$ cat src/rtl/gpio_in_debounce.sv
// ---------------------------------------------------------------------------
// gpio_in_debounce
//
// Input-side GPIO conditioner. Each raw pin is synchronised into clk_i,
// debounced (a new level must hold for DEBOUNCE_CYCLES consecutive cycles
// before it is accepted), and edge-detected. Accepted edges can set a sticky
// per-pin status bit, and the OR of the status drives an interrupt request.
// All pins are handled independently.
//
// Ports:
//   clk_i       single clock, every flop lives in this domain
//   rst_i       asynchronous, active-high reset
//   gpio_i      raw pin levels, asynchronous to clk_i
//   rise_en_i   per-pin: an accepted rising edge sets status
//   fall_en_i   per-pin: an accepted falling edge sets status
//   clr_i       per-pin write-1-to-clear status pulse
//   irq_mask_i  per-pin interrupt mask (only with GPIO_IN_IRQ_MASK_EN)
//   gpio_o      debounced level
//   rise_o      one-cycle pulse on an accepted 0->1
//   fall_o      one-cycle pulse on an accepted 1->0
//   status_o    sticky edge status
//   irq_o       interrupt request, registered, tracks status_o directly
//
// Build option:
//   GPIO_IN_IRQ_MASK_EN  when defined, adds irq_mask_i; masked pins still
//                        set status_o but do not raise irq_o.
// ---------------------------------------------------------------------------
module gpio_in_debounce #(
    parameter int WIDTH           = 8,
    parameter int SYNC_STAGES     = 2,
    parameter int DEBOUNCE_CYCLES = 4
) (
    input  logic             clk_i,
    input  logic             rst_i,
    input  logic [WIDTH-1:0] gpio_i,
    input  logic [WIDTH-1:0] rise_en_i,
    input  logic [WIDTH-1:0] fall_en_i,
    input  logic [WIDTH-1:0] clr_i,
`ifdef GPIO_IN_IRQ_MASK_EN
    input  logic [WIDTH-1:0] irq_mask_i,
`endif
    output logic [WIDTH-1:0] gpio_o,
    output logic [WIDTH-1:0] rise_o,
    output logic [WIDTH-1:0] fall_o,
    output logic [WIDTH-1:0] status_o,
    output logic             irq_o
);

    localparam int CNT_W = $clog2(DEBOUNCE_CYCLES + 1);
    localparam logic [CNT_W-1:0] CNT_MAX = CNT_W'(DEBOUNCE_CYCLES - 1);

    logic [WIDTH-1:0] sync_q [SYNC_STAGES];
    logic [WIDTH-1:0] sync_d [SYNC_STAGES];
    logic [WIDTH-1:0] sync_last;

    logic [CNT_W-1:0] cnt_q [WIDTH];
    logic [CNT_W-1:0] cnt_d [WIDTH];

    logic [WIDTH-1:0] level_q, level_d;
    logic [WIDTH-1:0] rise_q, rise_d;
    logic [WIDTH-1:0] fall_q, fall_d;
    logic [WIDTH-1:0] status_q, status_d;
    logic             irq_q, irq_d;
    logic [WIDTH-1:0] status_set;
    logic [WIDTH-1:0] irq_src;

    // Synchroniser chain: stage 0 samples the raw pin, the last stage feeds
    // the debouncer.
    always_comb begin
        sync_d[0] = gpio_i;
        for (int s = 1; s < SYNC_STAGES; s++) begin
            sync_d[s] = sync_q[s-1];
        end
    end

    assign sync_last = sync_q[SYNC_STAGES-1];

    // Debounce: the counter runs while the synchronised level disagrees with
    // the accepted level and restarts whenever they agree again, so any
    // disagreement shorter than DEBOUNCE_CYCLES never reaches gpio_o.
    always_comb begin
        level_d = level_q;
        rise_d  = '0;
        fall_d  = '0;
        for (int p = 0; p < WIDTH; p++) begin
            cnt_d[p] = cnt_q[p];
            if (sync_last[p] == level_q[p]) begin
                cnt_d[p] = '0;
            end else if (cnt_q[p] == CNT_MAX) begin
                level_d[p] = sync_last[p];
                cnt_d[p]   = '0;
                rise_d[p]  = sync_last[p];
                fall_d[p]  = ~sync_last[p];
            end else begin
                cnt_d[p] = cnt_q[p] + CNT_W'(1);
            end
        end
    end

    // Status: a new edge wins over a clear arriving in the same cycle so that
    // an event is never lost to a concurrent acknowledge.
    always_comb begin
        status_set = (rise_q & rise_en_i) | (fall_q & fall_en_i);
        status_d   = (status_q & ~clr_i) | status_set;
`ifdef GPIO_IN_IRQ_MASK_EN
        irq_src    = status_d & ~irq_mask_i;
`else
        irq_src    = status_d;
`endif
        // Built from the next status so irq_o changes together with status_o.
        irq_d      = |irq_src;
    end

    always_ff @(posedge clk_i or posedge rst_i) begin
        if (rst_i) begin
            for (int s = 0; s < SYNC_STAGES; s++) begin
                sync_q[s] <= '0;
            end
            for (int p = 0; p < WIDTH; p++) begin
                cnt_q[p] <= '0;
            end
            level_q  <= '0;
            rise_q   <= '0;
            fall_q   <= '0;
            status_q <= '0;
            irq_q    <= 1'b0;
        end else begin
            for (int s = 0; s < SYNC_STAGES; s++) begin
                sync_q[s] <= sync_d[s];
            end
            for (int p = 0; p < WIDTH; p++) begin
                cnt_q[p] <= cnt_d[p];
            end
            level_q  <= level_d;
            rise_q   <= rise_d;
            fall_q   <= fall_d;
            status_q <= status_d;
            irq_q    <= irq_d;
        end
    end

    assign gpio_o   = level_q;
    assign rise_o   = rise_q;
    assign fall_o   = fall_q;
    assign status_o = status_q;
    assign irq_o    = irq_q;

endmodule

$ cat config.mk
export PLATFORM = sky130hd
export DESIGN_NAME = gpio_in_debounce
export DESIGN_NICKNAME = d
export VERILOG_FILES = /design/src/rtl/gpio_in_debounce.sv
export SDC_FILE = /design/constraint.sdc
export NUM_CORES = 1
export LEC_CHECK = 0
export CAP_MARGIN = 20
export CORE_MARGIN = 5
export CORE_UTILIZATION = 38
export CTS_CLUSTER_SIZE = 10
export DETAILED_ROUTE_END_ITERATION = 10
export GPL_TIMING_DRIVEN = 1
export PLACE_DENSITY = 0.63
export SYNTH_ARGS = -nofsm -noshare
export SYNTH_HDL_FRONTEND = slang
export SYNTH_SLANG_ARGS = --single-unit
$ cat constraint.sdc
create_clock -name clk_i -period 2.2 [get_ports clk_i]
set_input_delay 0.44 -clock clk_i [delete_from_list [all_inputs] [get_ports clk_i]]
set_output_delay 0.44 -clock clk_i [all_outputs]
set_load 0.005 [all_outputs]
==> flow_summary.yaml, run 1 <==
setup_path:
  arrival_ps: 1290
  critPathRequiredTime_ps: 1760
  cp_num_buf_inv: 1
  crit_slowest_cell: "clkdlybuf4s50_1"
  worst_setup_path_start_kind: "flop"
  crit_fanout: 5
  worstPathCellList: "clkdlybuf4s50_1"
  cp_slowest_stage_delay_ps: 540
  critPathTopFamily: "buffers and inverters"
  crit_type: "reg2out"
  cp-end-kind: "output port"
sta:
  maxSlewViolCount: 0
  setup_viol: 0
  worst_slew_pin_slew_ps: 375.6
  hold_violations: 0
  setup_tns_ps: 0
  rsz0062_at_grt: "false"
  finalCritPeriodShare: 0.7867
  max_freq_ghz: 0.5778
  slew_headroom: 0.7496
  layout_min_cycle_time_ps: 1731
  clock_skew_ps: 8.537
placement:
  place_congestion: 0.6848
  post_dp_cell_area_um2: 3405
  port_buffers: 66
  post-dp-hpwl_mm: 3.303
synth:
  ys_seq_area_frac: 0.6972
  avgSynthCellArea_um2: 15.14
  synth_xor_area_frac: 0.02674
  netlist_area_um2: 2620
  synth_area_leaders: "dfrtp_1 (70%), nor3b_1 (6.6%), ha_1 (3.8%)"
  synth_compound_area_frac: 0.04489
  synth_top_area_cell: "dfrtp_1"
  synth_seq_cells: 73
  synth_edf_count: 0
  synthMuxAreaShare: 0.03438
  netlist_instances: 173
  synth_nets: 215
  synthSimpleGateAreaFrac: 0.1457
  synth_top_family_by_area: "simple AND/OR/NAND/NOR gates"
  yosys_warnings: 0
  netlist_top_cells_count: "dfrtp_1 (73), nor3b_1 (23), and3b_1 (11)"
  synth.top_cell.area_share: 0.6972
  synth-main-ff-cell: "dfrtp_1"
  yosysMostFrequentCell: "dfrtp_1"
  async_flop_share: 1.000
  yosys.area_share.adder: 0.03820
  yosysUniqueCellTypes: 16
routing:
  drt_iter0_markers: 10
  wl_per_cell_um: 13.44
  vias: 1583
  firstDrtPassIters: 4
  via_per_inst: 4.711
  wirelength_mm: 4.517
  ant_nets: 0
  drc_errors: 0
cts:
  clk_pin_slew_worst_paths_ps: 70
  cts_hold_buf: 0
  htreeDepth: 3
  post_cts_buffers: 0
  cts_resized: 0
  root_buffer: "clkbuf_8"
  clk_path_buf_depth: 2
  cts_sinks: 73
  cts_buffers: 9
  cts_tree: "yes"
  clk_latency_ps: 330
run:
  drv_cap: 0
global_routing:
  grt_usage: 0.1175
  grt_pass1_vias: 1717
  grt_max_degree: 74
  grt_antenna_before_repair: 0
  grt.overflow.total: 0
  grt_pass1_wl_mm: 7.962
power:
  pwr_density_cell_nw_per_um2: 1025
  p_leak_nw: 1.604
  peakVddDrop_uv: 547.8
floorplanning:
  ioPinCount: 67
  die_height_um: 93.04
  core_area_um2: 6756
  fp.dieW_um: 93.04
  die_area_um2: 8656
  start_util: 0.3878
  fp-row-count: 30
cells_and_area:
  drive_above_1_share: 0.1250
  nets: 293
  stdcell_area_um2: 3620
  area_delta_synth_final_pct: 38.16
  diodes: 0
hold_path:
  hold_path_class: "reg2reg"
status:
  status: "complete, no violations"
path summary, 6_finish.rpt:
kind,from,to,slack (ps),depth (start not counted)
min in group asynchronous,rst_i,sync_d[7]$_DFF_PP0_,540,3
setup reg to reg,cnt_q[15]$_DFF_PP0_,gpio_o[2]$_DFFE_PP0P_,960,3
max in group asynchronous,rst_i,cnt_q[10]$_DFF_PP0_,1350,3
hold / removal,sync_d[4]$_DFF_PP0_,sync_last[4]$_DFF_PP0_,350,0
setup / recovery,gpio_o[7]$_DFFE_PP0P_,gpio_o[7],470,1
hold reg to reg,sync_d[4]$_DFF_PP0_,sync_last[4]$_DFF_PP0_,350,0
flip-flops by register name, indices dropped and copies added, names as in the netlist:
register	cells
sync_last	8
cnt_q	24
status_o	8
sync_d	8
rise_o	8
irq_o	1
fall_o	8
gpio_o	8
layout make-up:
| class | count | area, um2 |
|---|---|---|
| multi-input combinational | 91 | 759.5 |
| fill | 595 | 3137 |
| sequential | 73 | 1827 |
| tap | 80 | 100.1 |
| clock inverter | 4 | 50.05 |
| clock buffer | 12 | 165.2 |
| inverter | 9 | 37.54 |
| timing repair buffer | 67 | 680.7 |
layer usage:
metal,routed length [um],vias up,global-route usage
li1,-,762,-
met1,1926,776,0.1436
met2,2283,36,0.1914
met3,208,9,0.02977
met4,98,0,0.06227
met5,0,-,0
through the flow:
step / utilization / hold WS (ps) / worst slack (ps) / cells / total power, mW
after floorplan: - / 331.2 / 948.0 / 173 / 2.247
after global placement: 0.5039 / 332.6 / 484.1 / 320 / 2.659
after detailed placement: 0.5039 / 334.7 / 489.6 / 320 / 2.683
after CTS: 0.5357 / 352.4 / 439.0 / 336 / 3.785
after global routing: 0.5357 / 363.2 / 401.4 / 336 / 3.951
final: 0.5357 / 350.0 / 469.3 / 336 / 3.710
placed cells by master, fill, tap and decap left out, drive strengths merged:
cell,n
a22oi,8
and3b,11
buf,1
bufinv,1
clkbuf,12
clkdlybuf4s50,66
clkinv,1
clkinvlp,3
dfrtp,73
ha,8
inv,8
mux2,8
nand2,1
nand2b,5
nor2b,6
nor3,3
nor3b,23
nor4,2
o21ai,8
xnor2,8
kinds of logic after synthesis:
family	after synthesis
XOR/XNOR	8
multiplexers	8
AO/OA/AOI/OAI	16
AND/OR/NAND/NOR	51
buffers and inverters	9
flip-flops	73
adder cells (fa/ha/maj)	8
power breakdown:
group	leakage, nW	internal, mW	total, mW	switching (mW)
clock	0.105	0.615	1.08	0.465
combinational	0.553	0.543	0.857	0.314
sequential	0.947	1.59	1.77	0.181
total	1.60	2.75	3.71	0.960
Note: power is estimated with default switching activity, not from simulation.
==> run 2, diff against run 1 <==
--- a/config.mk
+++ b/config.mk
@@ -11,7 +11,7 @@
 export CTS_CLUSTER_SIZE = 10
 export DETAILED_ROUTE_END_ITERATION = 10
 export GPL_TIMING_DRIVEN = 1
-export PLACE_DENSITY = 0.63
+export PLACE_DENSITY = 0.61
 export SYNTH_ARGS = -nofsm -noshare
 export SYNTH_HDL_FRONTEND = slang
 export SYNTH_SLANG_ARGS = --single-unit
==> constraint.sdc (replaced) <==
create_clock -name clk_i -period 1.7 [get_ports clk_i]
set_input_delay 0.34 -clock clk_i [delete_from_list [all_inputs] [get_ports clk_i]]
set_output_delay 0.34 -clock clk_i [all_outputs]
set_load 0.005 [all_outputs]
==> run 2 against run 1 <==
Effect of this change: global-route usage is 0.67 points lower; clock skew down 4.8 ps; sequential share of layout area down 0.26 points; setup slack worse by 380 ps; sequential power increased by 30%; critical endpoint is now gpio_o[5]; largest cell class unchanged.
==> flow_summary.yaml, run 2 (synthesis results as in run 1) <==
setup_path:
  cp_slowest_stage_delay_ps: 530
  r2r_cells: 3
  cp.depth: 1
  crit_type: "reg2out"
  cp-end-kind: "output port"
  critPathRequiredTime_ps: 1360
  crit_fanout: 5
  critPathTopFamily: "buffers and inverters"
  crit_slowest_cell: "clkdlybuf4s50_1"
  worstPathCellList: "clkdlybuf4s50_1"
  worst_setup_path_start_kind: "flop"
  cp_num_buf_inv: 1
  arrival_ps: 1270
cts:
  cts_buffers: 9
  clk_pin_slew_worst_paths_ps: 70
  root_buffer: "clkbuf_8"
  cts_hold_buf: 0
  htreeDepth: 3
  clk_latency_ps: 320
  cts_sinks: 73
  cts_tree: "yes"
  clk_path_buf_depth: 2
sta:
  setup_tns_ps: 0
  worst_slew_pin_slew_ps: 320.0
  maxSlewViolCount: 0
  clock_skew_ps: 3.759
  max_freq_ghz: 0.6222
  finalCritPeriodShare: 0.9454
  finalWorstSetupSlack_ps: 92.90
  layout_min_cycle_time_ps: 1607
  setup_viol: 0
  slew_headroom: 0.7867
  rsz0062_at_grt: "false"
  hold_violations: 0
power:
  p_total_mw: 4.916
  p_leak_nw: 1.617
  peakVddDrop_uv: 680.2
  pwr_density_cell_nw_per_um2: 1349
global_routing:
  grt_antenna_before_repair: 0
  grt_max_degree: 48
  grt_usage: 0.1108
  grt_pass1_vias: 1603
  grt_pass1_wl_mm: 7.452
  grt.overflow.total: 0
routing:
  via_per_inst: 4.531
  drt_iter0_markers: 44
  vias: 1527
  wl_per_cell_um: 13.00
  firstDrtPassIters: 2
  wirelength_mm: 4.380
  drc_errors: 0
  ant_nets: 0
hold_path:
  hold_depth: 0
  hold_path_class: "reg2reg"
cells_and_area:
  multiInputGateArea_um2: 759.5
  diodes: 0
  regMostFlops: "cnt_q"
  area_delta_synth_final_pct: 39.06
  nets: 294
  ff_latch_area_um2: 1829
  layout_commonest_cell: "dfrtp_1"
  final_cell_mix: "dfrtp_1 (71), clkdlybuf4s50_1 (66), nor3b_1 (23)"
  largest_register_ffs: 24
  final_cells: 337
  nFillCells: 573
  drive_above_1_share: 0.1362
  final_util: 0.5393
status:
  status: "complete, no violations"
placement:
  post-dp-hpwl_mm: 3.210
  place_congestion: 0.6701
  dp_slack_ps: 113.9
  dp.cells: 321
  port_buffers: 66
floorplanning:
  die_area_um2: 8656
  start_util: 0.3878
  fp-row-count: 30
  core_area_um2: 6756
  fp.dieW_um: 93.04
  ioPinCount: 67
  die_height_um: 93.04
run:
  drv_cap: 0
## run 2: cell types whose count changed in the layout (fill, tap and decap cells not counted), sizes merged
cell      previous run  this run
buf                  1         2
bufinv               1         2
clkbuf              12        11
clkinv               1         2
clkinvlp             3         2
## run 2: through the flow
stage / instance area (um2) / hold slack (ps)
floorplan: 2624 / 331.2
global placement: 3412 / 333.8
detailed placement: 3412 / 340.4
CTS: 3641 / 357.9
global route: 3643 / 370.9
finish: 3643 / 353.5
## run 2: path summary, 6_finish.rpt
check                      slack, ps                      to                  start
min in group asynchronous        430         irq_o$_DFF_PP0_                  rst_i
max reg2reg                      450   gpio_o[0]$_DFFE_PP0P_    cnt_q[21]$_DFF_PP0_
max                               90               gpio_o[5]  gpio_o[5]$_DFFE_PP0P_
max in group asynchronous        970     sync_d[6]$_DFF_PP0_                  rst_i
min                              350  sync_last[5]$_DFF_PP0_    sync_d[5]$_DFF_PP0_
min reg2reg                      350  sync_last[5]$_DFF_PP0_    sync_d[5]$_DFF_PP0_
## run 2: power breakdown
part / internal (mW) / leakage, nW / total [mW] / switching [mW]
clock network: 0.901 / 0.115 / 1.50 / 0.594
logic: 0.708 / 0.557 / 1.12 / 0.409
registers: 2.07 / 0.945 / 2.30 / 0.237
## run 2: timing repair
action                     CTS  global route
resized for setup            0             2
setup endpoints to repair    0             2
buffers inserted             0             0
## run 2: layout make-up
class,count,area share
clock buffer,11,0.04155
inverter,9,0.01030
tap,80,0.02747
timing repair buffer,68,0.1889
multi-input combinational,91,0.2084
sequential,73,0.5021
clock inverter,5,0.02129
## run 2: routing by layer
| metal | GRT usage | wire length, um |
|---|---|---|
| met1 | 0.1450 | 1986 |
| met2 | 0.1632 | 1990 |
| met3 | 0.03701 | 333 |
| met4 | 0.05861 | 69 |
| met5 | 0 | 0 |
